<file path="config.mk">
export PLATFORM = sky130hd
export DESIGN_NAME = crossbar_pipe
export DESIGN_NICKNAME = d
export VERILOG_FILES = /design/src/rtl/crossbar_pipe.sv
export SDC_FILE = /design/constraint.sdc
export NUM_CORES = 1
export LEC_CHECK = 0
export CAP_MARGIN = 20
export CORE_AREA = 3 3 102 201
export DETAILED_ROUTE_END_ITERATION = 6
export DIE_AREA = 0 0 105 204
export GPL_TIMING_DRIVEN = 0
export PLACE_DENSITY = 0.89
export SLEW_MARGIN = 20
export SYNTH_ARGS = -nofsm -noshare
export SYNTH_HDL_FRONTEND = slang
export SYNTH_SLANG_ARGS = --single-unit
</file>
<file path="constraint.sdc">
create_clock -name clock -period 6.8 [get_ports clock]
set_clock_uncertainty 0.2 [all_clocks]
set_input_delay 1.02 -clock clock [delete_from_list [all_inputs] [get_ports clock]]
set_output_delay 1.02 -clock clock [all_outputs]
set_load 0.01 [all_outputs]
</file>
<file path="src/rtl/crossbar_pipe.sv">
// Output-buffered crossbar: one 2-entry FIFO per output, fed from the input picked by tab_out.
// Define CROSSBAR_STATS_EN to add the per-output saturating flit_cnt counters.
module crossbar_pipe #(
    parameter int NPORT    = 5,
    parameter int TAM_FLIT = 16,
    parameter int SEL_W    = 3
) (
    input  logic                      clock,
    input  logic                      reset,
    input  logic [NPORT-1:0]          data_av,
    input  logic [NPORT*TAM_FLIT-1:0] data_in,
    input  logic [NPORT-1:0]          free,
    input  logic [NPORT*SEL_W-1:0]    tab_out,
    input  logic [NPORT-1:0]          credit_i,
    output logic [NPORT-1:0]          data_ack,
    output logic [NPORT-1:0]          tx,
    output logic [NPORT*TAM_FLIT-1:0] data_out
`ifdef CROSSBAR_STATS_EN
    ,
    output logic [NPORT*16-1:0]       flit_cnt
`endif
);

    logic [1:0]          r_count  [NPORT];
    logic [NPORT-1:0]    r_rd_ptr;
    logic [NPORT-1:0]    r_wr_ptr;
    logic [TAM_FLIT-1:0] r_mem    [NPORT][2];

    logic [NPORT-1:0]    w_push;
    logic [NPORT-1:0]    w_pop;
    logic [TAM_FLIT-1:0] w_push_data [NPORT];

    // Lower-index outputs claim a source first, so a flit is pushed into at most one FIFO.
    always_comb begin : arbitrate
        logic [NPORT-1:0] taken;
        // NOTE: every comb output gets a default up front so no path leaves it unassigned (no latch).
        taken    = '0;
        w_push   = '0;
        data_ack = '0;
        for (int o = 0; o < NPORT; o++) begin
            w_push_data[o] = '0;
            for (int s = 0; s < NPORT; s++) begin
                if (int'(tab_out[o*SEL_W +: SEL_W]) == s) begin
                    w_push_data[o] = data_in[s*TAM_FLIT +: TAM_FLIT];
                    // NOTE: 'taken' is a blocking temporary; later iterations must see earlier claims.
                    if (reset && !free[o] && data_av[s] && (r_count[o] != 2'd2) && !taken[s]) begin
                        w_push[o]   = 1'b1;
                        taken[s]    = 1'b1;
                        data_ack[s] = 1'b1;
                    end
                end
            end
        end
    end

    always_comb begin
        data_out = '0;
        for (int o = 0; o < NPORT; o++) begin
            tx[o]    = (r_count[o] != 2'd0);
            w_pop[o] = tx[o] && credit_i[o];
            if (tx[o]) begin
                data_out[o*TAM_FLIT +: TAM_FLIT] = r_mem[o][r_rd_ptr[o]];
            end
        end
    end

    always_ff @(posedge clock) begin
        if (!reset) begin
            r_rd_ptr <= '0;
            r_wr_ptr <= '0;
            for (int o = 0; o < NPORT; o++) begin
                r_count[o] <= 2'd0;
            end
        end else begin
            for (int o = 0; o < NPORT; o++) begin
                if (w_push[o]) begin
                    r_wr_ptr[o] <= ~r_wr_ptr[o];
                end
                if (w_pop[o]) begin
                    r_rd_ptr[o] <= ~r_rd_ptr[o];
                end
                case ({w_push[o], w_pop[o]})
                    2'b10:   r_count[o] <= r_count[o] + 2'd1;
                    2'b01:   r_count[o] <= r_count[o] - 2'd1;
                    default: r_count[o] <= r_count[o];
                endcase
            end
        end
    end

    // NOTE: storage has no reset; an empty FIFO masks it to zero on data_out.
    always_ff @(posedge clock) begin
        for (int o = 0; o < NPORT; o++) begin
            if (w_push[o]) begin
                r_mem[o][r_wr_ptr[o]] <= w_push_data[o];
            end
        end
    end

`ifdef CROSSBAR_STATS_EN
    logic [15:0] r_flit_cnt [NPORT];

    always_ff @(posedge clock) begin
        for (int o = 0; o < NPORT; o++) begin
            if (!reset) begin
                r_flit_cnt[o] <= 16'd0;
            end else if (w_pop[o] && (r_flit_cnt[o] != 16'hFFFF)) begin
                r_flit_cnt[o] <= r_flit_cnt[o] + 16'd1;
            end
        end
    end

    always_comb begin
        flit_cnt = '0;
        for (int o = 0; o < NPORT; o++) begin
            flit_cnt[o*16 +: 16] = r_flit_cnt[o];
        end
    end
`else
    // Statistics disabled: no counters and no flit_cnt port.
`endif

endmodule

</file>
After elaboration in Yosys (flattened, before gate mapping)
Memory sizes are Yosys's and may differ from the RTL's.
Index checks and enable logic that the tools add are counted.
- add/subtract/negate cells: 10
- magnitude comparators: 15
- equal/unequal tests: 35
- muxes and demuxes: 224
- bitwise logic cells: 35
- reductions and logical operators: 125
- operators with widths (cell ; number):
    $mux 16 ; 50
    $mux 32 ; 5
    $mux 1 ; 149
    $logic_and 1x1->1 ; 85
    $demux 16 s1 ; 5
    $eq 3x3->1 const B ; 15
    $mux 2 ; 15
    $logic_not 1->1 ; 25
    $ge 2x2->1 const B ; 10
    $not 1->2 ; 10
    $eq 3x2->1 const B ; 5
    $logic_not 3->1 ; 5
    $or 1x1->1 ; 15
    $add 2x1->2 const B ; 5
    $eq 2x1->1 const B ; 5
    $eq 2x2->1 const B ; 5
    $lt 2x1->1 const B ; 5
    $ne 2x2->1 const B ; 5
    $not 1->1 ; 10
    $reduce_bool 2->1 ; 5
    $reduce_or 2->1 ; 5
    $sub 2x1->2 const B ; 5
- register bits: 10
- RAM bits: 170
- bits of input ports: 112
- output and inout port bits: 90
- logic and storage cells: 456
- memories kept: 2
- memories (name ; words ; bits a word ; rd ports ; clocked after Yosys merged registers in ; write ports ; RTL line ; source):
    r_mem ; 5 ; 32 ; 5 ; 0 ; 5 ; 27 ; logic [TAM_FLIT-1:0] r_mem [NPORT][2];
    r_count ; 5 ; 2 ; 5 ; 0 ; 5 ; 24 ; logic [1:0] r_count [NPORT];

Depth between registers and ports, before layout
Gate-level depths: netlist of run 1.
- depth in word-level cells: 37
- mapped depth: 12
- mapped depth without buffers: 11

Worst setup path before layout of run 1
No wires, ideal clock.
- path kind: input to register
- start: in tab_out[14]
- end: mem r_mem[0][144] (netlist bit), enable pin
- arrival time: 3127 ps
- setup slack: 3083 ps
- stages: 7
- path buffers: 2
- cells stage by stage: clkbuf_1 > nor2b_1 > clkbuf_1 > nand4_1 > or4_1 > nand4_1 > nor2b_1
- RTL lines (element ; RTL line ; source):
    start, declared ; 13 ; input logic [NPORT*SEL_W-1:0] tab_out,
    end, declared ; 27 ;

Final worst setup path of run 1
- start: in reset
- end: out data_ack[1]
- cells in the longest elaborated chain, start to end: 21
- RTL lines (element ; RTL line ; source):
    start, declared ; 9 ; input logic reset,
    $logic_and 1x1->1 (3 in a row) ; 46 ; if (reset && !free[o] && data_av[s] && (r_count[o] != 2'd2) && !taken[s]) begin
    $mux 1 ; 46 ;
    $mux 1 ; 43 ; if (int'(tab_out[o*SEL_W +: SEL_W]) == s) begin
    $logic_not 1->1 ; 46 ;
    $logic_and 1x1->1 ; 46 ;
    $mux 1 ; 46 ;
    $mux 1 ; 43 ;
    $logic_not 1->1 ; 46 ;
    [3 not listed] ; - ;
    $logic_not 1->1 ; 46 ;
    $logic_and 1x1->1 ; 46 ;
    $mux 1 ; 46 ;
    $mux 1 ; 43 ;
    $logic_not 1->1 ; 46 ;
    $logic_and 1x1->1 ; 46 ;
    $mux 1 ; 46 ;
    $mux 1 * ; 43 ;
    end, declared ; 15 ; output logic [NPORT-1:0] data_ack,
Mark *: on every way between the ends. The rest lies on a longest branch, timed or not.

==> results of run 1 <==
flip-flops by register name (all words and copies together), names as in the netlist:
| signal | flops |
|---|---|
| r_count | 10 |
| r_mem | 160 |
| r_rd_ptr | 5 |
| r_wr_ptr | 5 |
stage by stage:
step	utilization, %	total power [mW]	cells
after global routing	72.4	3.23	1514
after floorplan	-	1.74	1022
final	72.4	3.12	1514
after CTS	72.3	3.12	1506
after global placement	69.0	2.10	1473
after detailed placement	69.1	2.12	1474
layout make-up:
type / count / area, um2
sequential: 180 / 5310
fill: 1362 / 5240
multi-input combinational: 719 / 5070
timing repair buffer: 197 / 1970
clock buffer: 17 / 425
tap: 255 / 319
buffer: 79 / 314
clock inverter: 15 / 185
inverter: 44 / 165
antenna: 8 / 20.0
layer usage:
| layer | global-route usage (%) | wire length [um] |
|---|---|---|
| met1 | 34.7 | 11300 |
| met2 | 57.3 | 18200 |
| met3 | 4.65 | 2890 |
| met4 | 21.5 | 2500 |
| met5 | 0 | 0 |
critical path, stage by stage:
cell and delay, ns:
clkdlybuf4s50_1 0.61, buf_2 0.27, buf_2 0.29, clkinv_1 0.43, nor4_1 0.49, o21ai_0 0.12, nand2_1 0.11, clkdlybuf4s50_1 0.54
cells by family after synthesis:
kind of cell	after synthesis
buf+inv	123
fa+ha+maj	12
flops	180
simple gates	312
mux	163
compound gates	217
xor+xnor	15
how the worst min path moves through the flow:
stage                 from           to  slack (ns)  cells after the start
2_1_floorplan  r_wr_ptr[3]  r_wr_ptr[3]        0.25                      1
3_3_place_gp   r_wr_ptr[3]  r_wr_ptr[3]        0.26                      1
3_5_place_dp   r_wr_ptr[4]  r_wr_ptr[4]        0.29                      1
4_1_cts        r_wr_ptr[4]  r_wr_ptr[4]        0.31                      1
5_1_grt        r_wr_ptr[4]  r_wr_ptr[4]        0.32                      1
6_report       r_wr_ptr[4]  r_wr_ptr[4]        0.31                      1
power by group:
group / internal (mW) / switching, mW
sequential: 1.27 / 0.0172
combinational: 0.380 / 0.451
clock: 0.529 / 0.481
Yosys cell counts (9+ instances only):
library cell	n
a21oi_1	60
a22oi_1	58
and2_1	9
clkbuf_1	62
dfxtp_1	10
edfxtp_1	170
ha_1	12
inv_1	43
mux2i_1	140
mux4_2	23
nand2_1	34
nand2b_1	9
nand3_1	10
nor2_1	181
nor2b_1	15
nor3_1	11
o21ai_0	31
o22ai_1	59
xor2_1	9
==> results.yml, run 1 <==
placement:
  placed_area_um2: 13100
  io_buffer_count: 196
  gp_congestion: 1.04
  dp_hpwl_um: 27300
  place_worst_setup_slack_ns: 1.78
sta:
  fin_crit_sh_pct: 75.0
  tns_ns: 0
  rsz0062_at_grt: "false"
  fin_crit_ns: 5.10
  whs_ns: 0.306
  worst_pin_slew_ns: 0.903
  max_slew_margin_pct: 39.8
  setup_violations: 0
  slew_violations: 0
  fmax_ghz: 0.196
  hold_viol: 0
  fin_ws_ns: 1.70
logic_synthesis:
  synth_mux_area_share_pct: 17.7
  synth_top_area_share_pct: 47.1
  netlist_area_um2: 10800
  synth_edf_count: 170
  yosys_warnings: 0
  synthXorXnorAreaFrac_pct: 1.21
  synth_cell_types: 50
  synth-async-reset-ratio_pct: 0
  synth.avg_cell_area_um2: 10.6
  synthTopCellsByArea: "edfxtp_1 (47%), mux2i_1 (13%), nor2_1 (6.3%)"
  synth_top_area_cell: "edfxtp_1"
  synth-main-ff-cell: "edfxtp_1"
  synth_top_family_by_area: "multiplexers"
  synth_compound_area_share_pct: 12.7
  ys_seq_area_share_pct: 49.0
  synth.net_count: 1146
  synth_adder_area_share_pct: 1.39
  yosys.area_share.simple_pct: 13.6
  synth_cells: 1022
  ys_ff_latch: 180
final_layout:
  final_common_cell: "clkdlybuf4s50_1"
  fin_area_um2: 13800
  nets: 1362
  area_delta_synth_final_pct: 27.2
  layout-drive-gt1-share_pct: 6.39
  final_cell_mix: "clkdlybuf4s50_1 (196), nor2_1 (177), edfxtp_1 (170), mux2i_1 (140), clkbuf_1 (62)"
global_route:
  grt_max_degree: 20
  antenna_found_initial: 7
  track_usage_pct: 32.0
  grt_pass1_vias: 9410
  grt_pass1_wl_um: 52400
  grt_overflow: 0
power_and_ir_drop:
  powerDensity_nw_per_um2: 227
  p_leak_nw: 4.90
  ir_worst_vdd_v: 0.000176
setup_path:
  reg2reg_to: "r_mem[0][158]"
  startpoint_type: "input port"
  reg2reg_depth: 6
  cp_max_fo: 10
  r2r_slack_ns: 3.40
  r2r-start: "r_count[0][0]"
  setup.worst_path.end: "data_ack[1]"
  crit_type: "in2out"
  end_kind: "output port"
  cp.arrival_ns: 3.88
  crit_path_start: "reset"
  required_ns: 5.58
clocking:
  cts_resized: 0
  cts_hold_buf: 0
  post_cts_buffers: 0
  clkTransAtPathRegs_ns: 0.07
  root_buffer: "clkbuf_16"
  htreeDepth: 4
  clk_latency_ns: 0.44
  cts_made_buffers: 17
  cts_tree: "yes"
  cts.sinks: 180
  cts_buffer_depth: 2
die:
  start_util_pct: 57.0
  dieWidth_um: 105
  placementRows: 71
  dieArea_um2: 21400
  dieHeight_um: 204
  pin_count: 202
  design.core.area_um2: 19000
route:
  dr.pass1.iters: 7
  num_vias: 9410
  drt_iter0_markers: 1172
  viasPerCell: 6.22
  routed_wl_um: 34900
  routedWlPerCell_um: 23.0
  route.detailed.drc: 2
  ant_nets: 0
worst_hold_path:
  hp-class: "reg2reg"
outcome:
  status: "complete, but fails checks"
  violations: "DRC"
flow_run:
  cap_viol_max_count: 0
Note: power is estimated with default switching activity, not from simulation.
==> run 2, diff against run 1 <==
--- a/config.mk
+++ b/config.mk
@@ -6,11 +6,11 @@
 export NUM_CORES = 1
 export LEC_CHECK = 0
 export CAP_MARGIN = 20
-export CORE_AREA = 3 3 102 201
+export CORE_AREA = 3 3 106 209
 export DETAILED_ROUTE_END_ITERATION = 6
-export DIE_AREA = 0 0 105 204
+export DIE_AREA = 0 0 109 212
 export GPL_TIMING_DRIVEN = 0
-export PLACE_DENSITY = 0.89
+export PLACE_DENSITY = 0.83
 export SLEW_MARGIN = 20
 export SYNTH_ARGS = -nofsm -noshare
 export SYNTH_HDL_FRONTEND = slang
==> constraint.sdc (replaced) <==
create_clock -name clock -period 5.1 [get_ports clock]
set_clock_uncertainty 0.2 [all_clocks]
set_input_delay 0.765 -clock clock [delete_from_list [all_inputs] [get_ports clock]]
set_output_delay 0.765 -clock clock [all_outputs]
set_load 0.01 [all_outputs]
==> results.yml, run 2 (synthesis gave the netlist of run 1 again) <==
die:
  placementRows: 74
  design.core.area_um2: 20600
  dieArea_um2: 23100
  pin_count: 202
  dieWidth_um: 109
  dieHeight_um: 212
  start_util_pct: 52.5
route:
  ant_nets: 0
  routedWlPerCell_um: 23.4
  viasPerCell: 6.13
  dr.pass1.iters: 7
  route.detailed.drc: 3
  num_vias: 9367
  routed_wl_um: 35800
  drt_iter0_markers: 1048
sta:
  worst_pin_slew_ns: 0.920
  rsz0062_at_grt: "false"
  fin_crit_sh_pct: 91.4
  max_slew_margin_pct: 38.6
  slew_violations: 0
  tns_ns: 0
  setup_violations: 0
  hold_viol: 0
  fin_crit_ns: 4.66
  whs_ns: 0.305
  fmax_ghz: 0.215
placement:
  dp_hpwl_um: 28200
  dp_cells: 1485
  gp_congestion: 0.969
  io_buffer_count: 196
final_layout:
  largest_register_ffs: 160
  stdcell_count: 1527
  final_cell_mix: "clkdlybuf4s50_1 (196), nor2_1 (177), edfxtp_1 (170), mux2i_1 (140), clkbuf_1 (63)"
  final_common_cell: "clkdlybuf4s50_1"
  layout-drive-gt1-share_pct: 6.31
  nets: 1362
  area_delta_synth_final_pct: 27.1
power_and_ir_drop:
  p_leak_nw: 4.89
  combinationalPowerShare_pct: 26.9
  powerDensity_nw_per_um2: 299
  ir_worst_vdd_v: 0.000217
  p_seq_share_pct: 41.5
  clkPwrFrac_pct: 31.6
  switching_share_pct: 30.8
  p_sw_mw: 1.27
  p_int_mw: 2.85
  finalPower_mw: 4.12
global_route:
  antenna_found_initial: 10
  grt_pass1_vias: 9566
  grt_max_degree: 20
  track_usage_pct: 31.3
  grt_pass1_wl_um: 53800
  grt_overflow: 0
worst_hold_path:
  hp-class: "reg2reg"
clocking:
  cts_tree: "yes"
  clkTransAtPathRegs_ns: 0.07
  cts.sinks: 180
  cts_resized: 0
  cts_hold_buf: 0
  root_buffer: "clkbuf_16"
  cts_made_buffers: 17
  post_cts_buffers: 0
  clk_latency_ns: 0.44
  htreeDepth: 4
  cts_buffer_depth: 2
setup_path:
  cp_max_fo: 10
  required_ns: 4.14
  startpoint_type: "input port"
  end_kind: "output port"
  cp.arrival_ns: 3.70
  crit_type: "in2out"
outcome:
  status: "complete, but fails checks"
  violations: "DRC"
flow_run:
  cap_viol_max_count: 0
-- run 2: cell count changes in the layout (fill, tap and decap cells not counted) --
cell        change
bufinv_16       -1
clkbuf_1        +1
clkinv_2        -1
clkinv_4        +1
clkinvlp_4      +1
diode_2         +2
inv_6           -2
inv_8           +1
-- run 2: worst max-delay path, stage by stage --
cell	delay [ns]
clkdlybuf4s50_1	0.60
buf_2	0.28
buf_2	0.30
clkinv_1	0.45
nor4_1	0.45
o21ai_0	0.13
nand2_1	0.15
clkdlybuf4s50_1	0.57
-- run 2: power groups by stage --
stage	registers, mW	clock network (mW)	logic (mW)
floorplan	1.74	0	0.582
global placement	1.74	0	1.07
detailed placement	1.74	0	1.09
CTS	1.71	1.31	1.10
global route	1.72	1.36	1.19
finish	1.71	1.30	1.11
-- run 2: per-layer routing --
| metal | vias up | GRT usage [%] | part of all wire [%] |
|---|---|---|---|
| met3 | 114 | 3.37 | 5.9 |
| met5 | - | 0 | 0 |
| met2 | 558 | 55.6 | 54 |
| met1 | 4435 | 34.8 | 34 |
| met4 | 0 | 19.7 | 5.8 |
| li1 | 4260 | - | - |
-- run 2: worst paths after layout --
kind	start	end	slack (ns)	cells past startpoint
worst min-delay path	r_wr_ptr[4]	r_wr_ptr[4]	0.30	2
worst min register to register	r_wr_ptr[4]	r_wr_ptr[4]	0.30	2
worst max register to register	r_count[0][0]	r_mem[0][158]	1.72	6
worst max-delay path	reset	data_ack[1]	0.44	8
-- run 2: final cells by class --
cell class | count | area, um2
Multi-Input combinational cell | 719 | 5070
Inverter | 44 | 165
Buffer | 79 | 314
Timing Repair Buffer | 197 | 1970
Fill cell | 1640 | 6880
Clock buffer | 18 | 429
Clock inverter | 14 | 160
Sequential cell | 180 | 5310
Tap cell | 266 | 333
Antenna cell | 10 | 25.0
-- run 2: stage by stage --
stage                     setup WS [ns]  utilization, %  area, um2
after detailed placement          0.509            63.7      13200
after global placement           0.0673            63.6      13100
after floorplan                    1.64               -      10800
after CTS                         0.504            66.6      13700
final                             0.439            66.7      13800
after global routing              0.275            66.7      13800
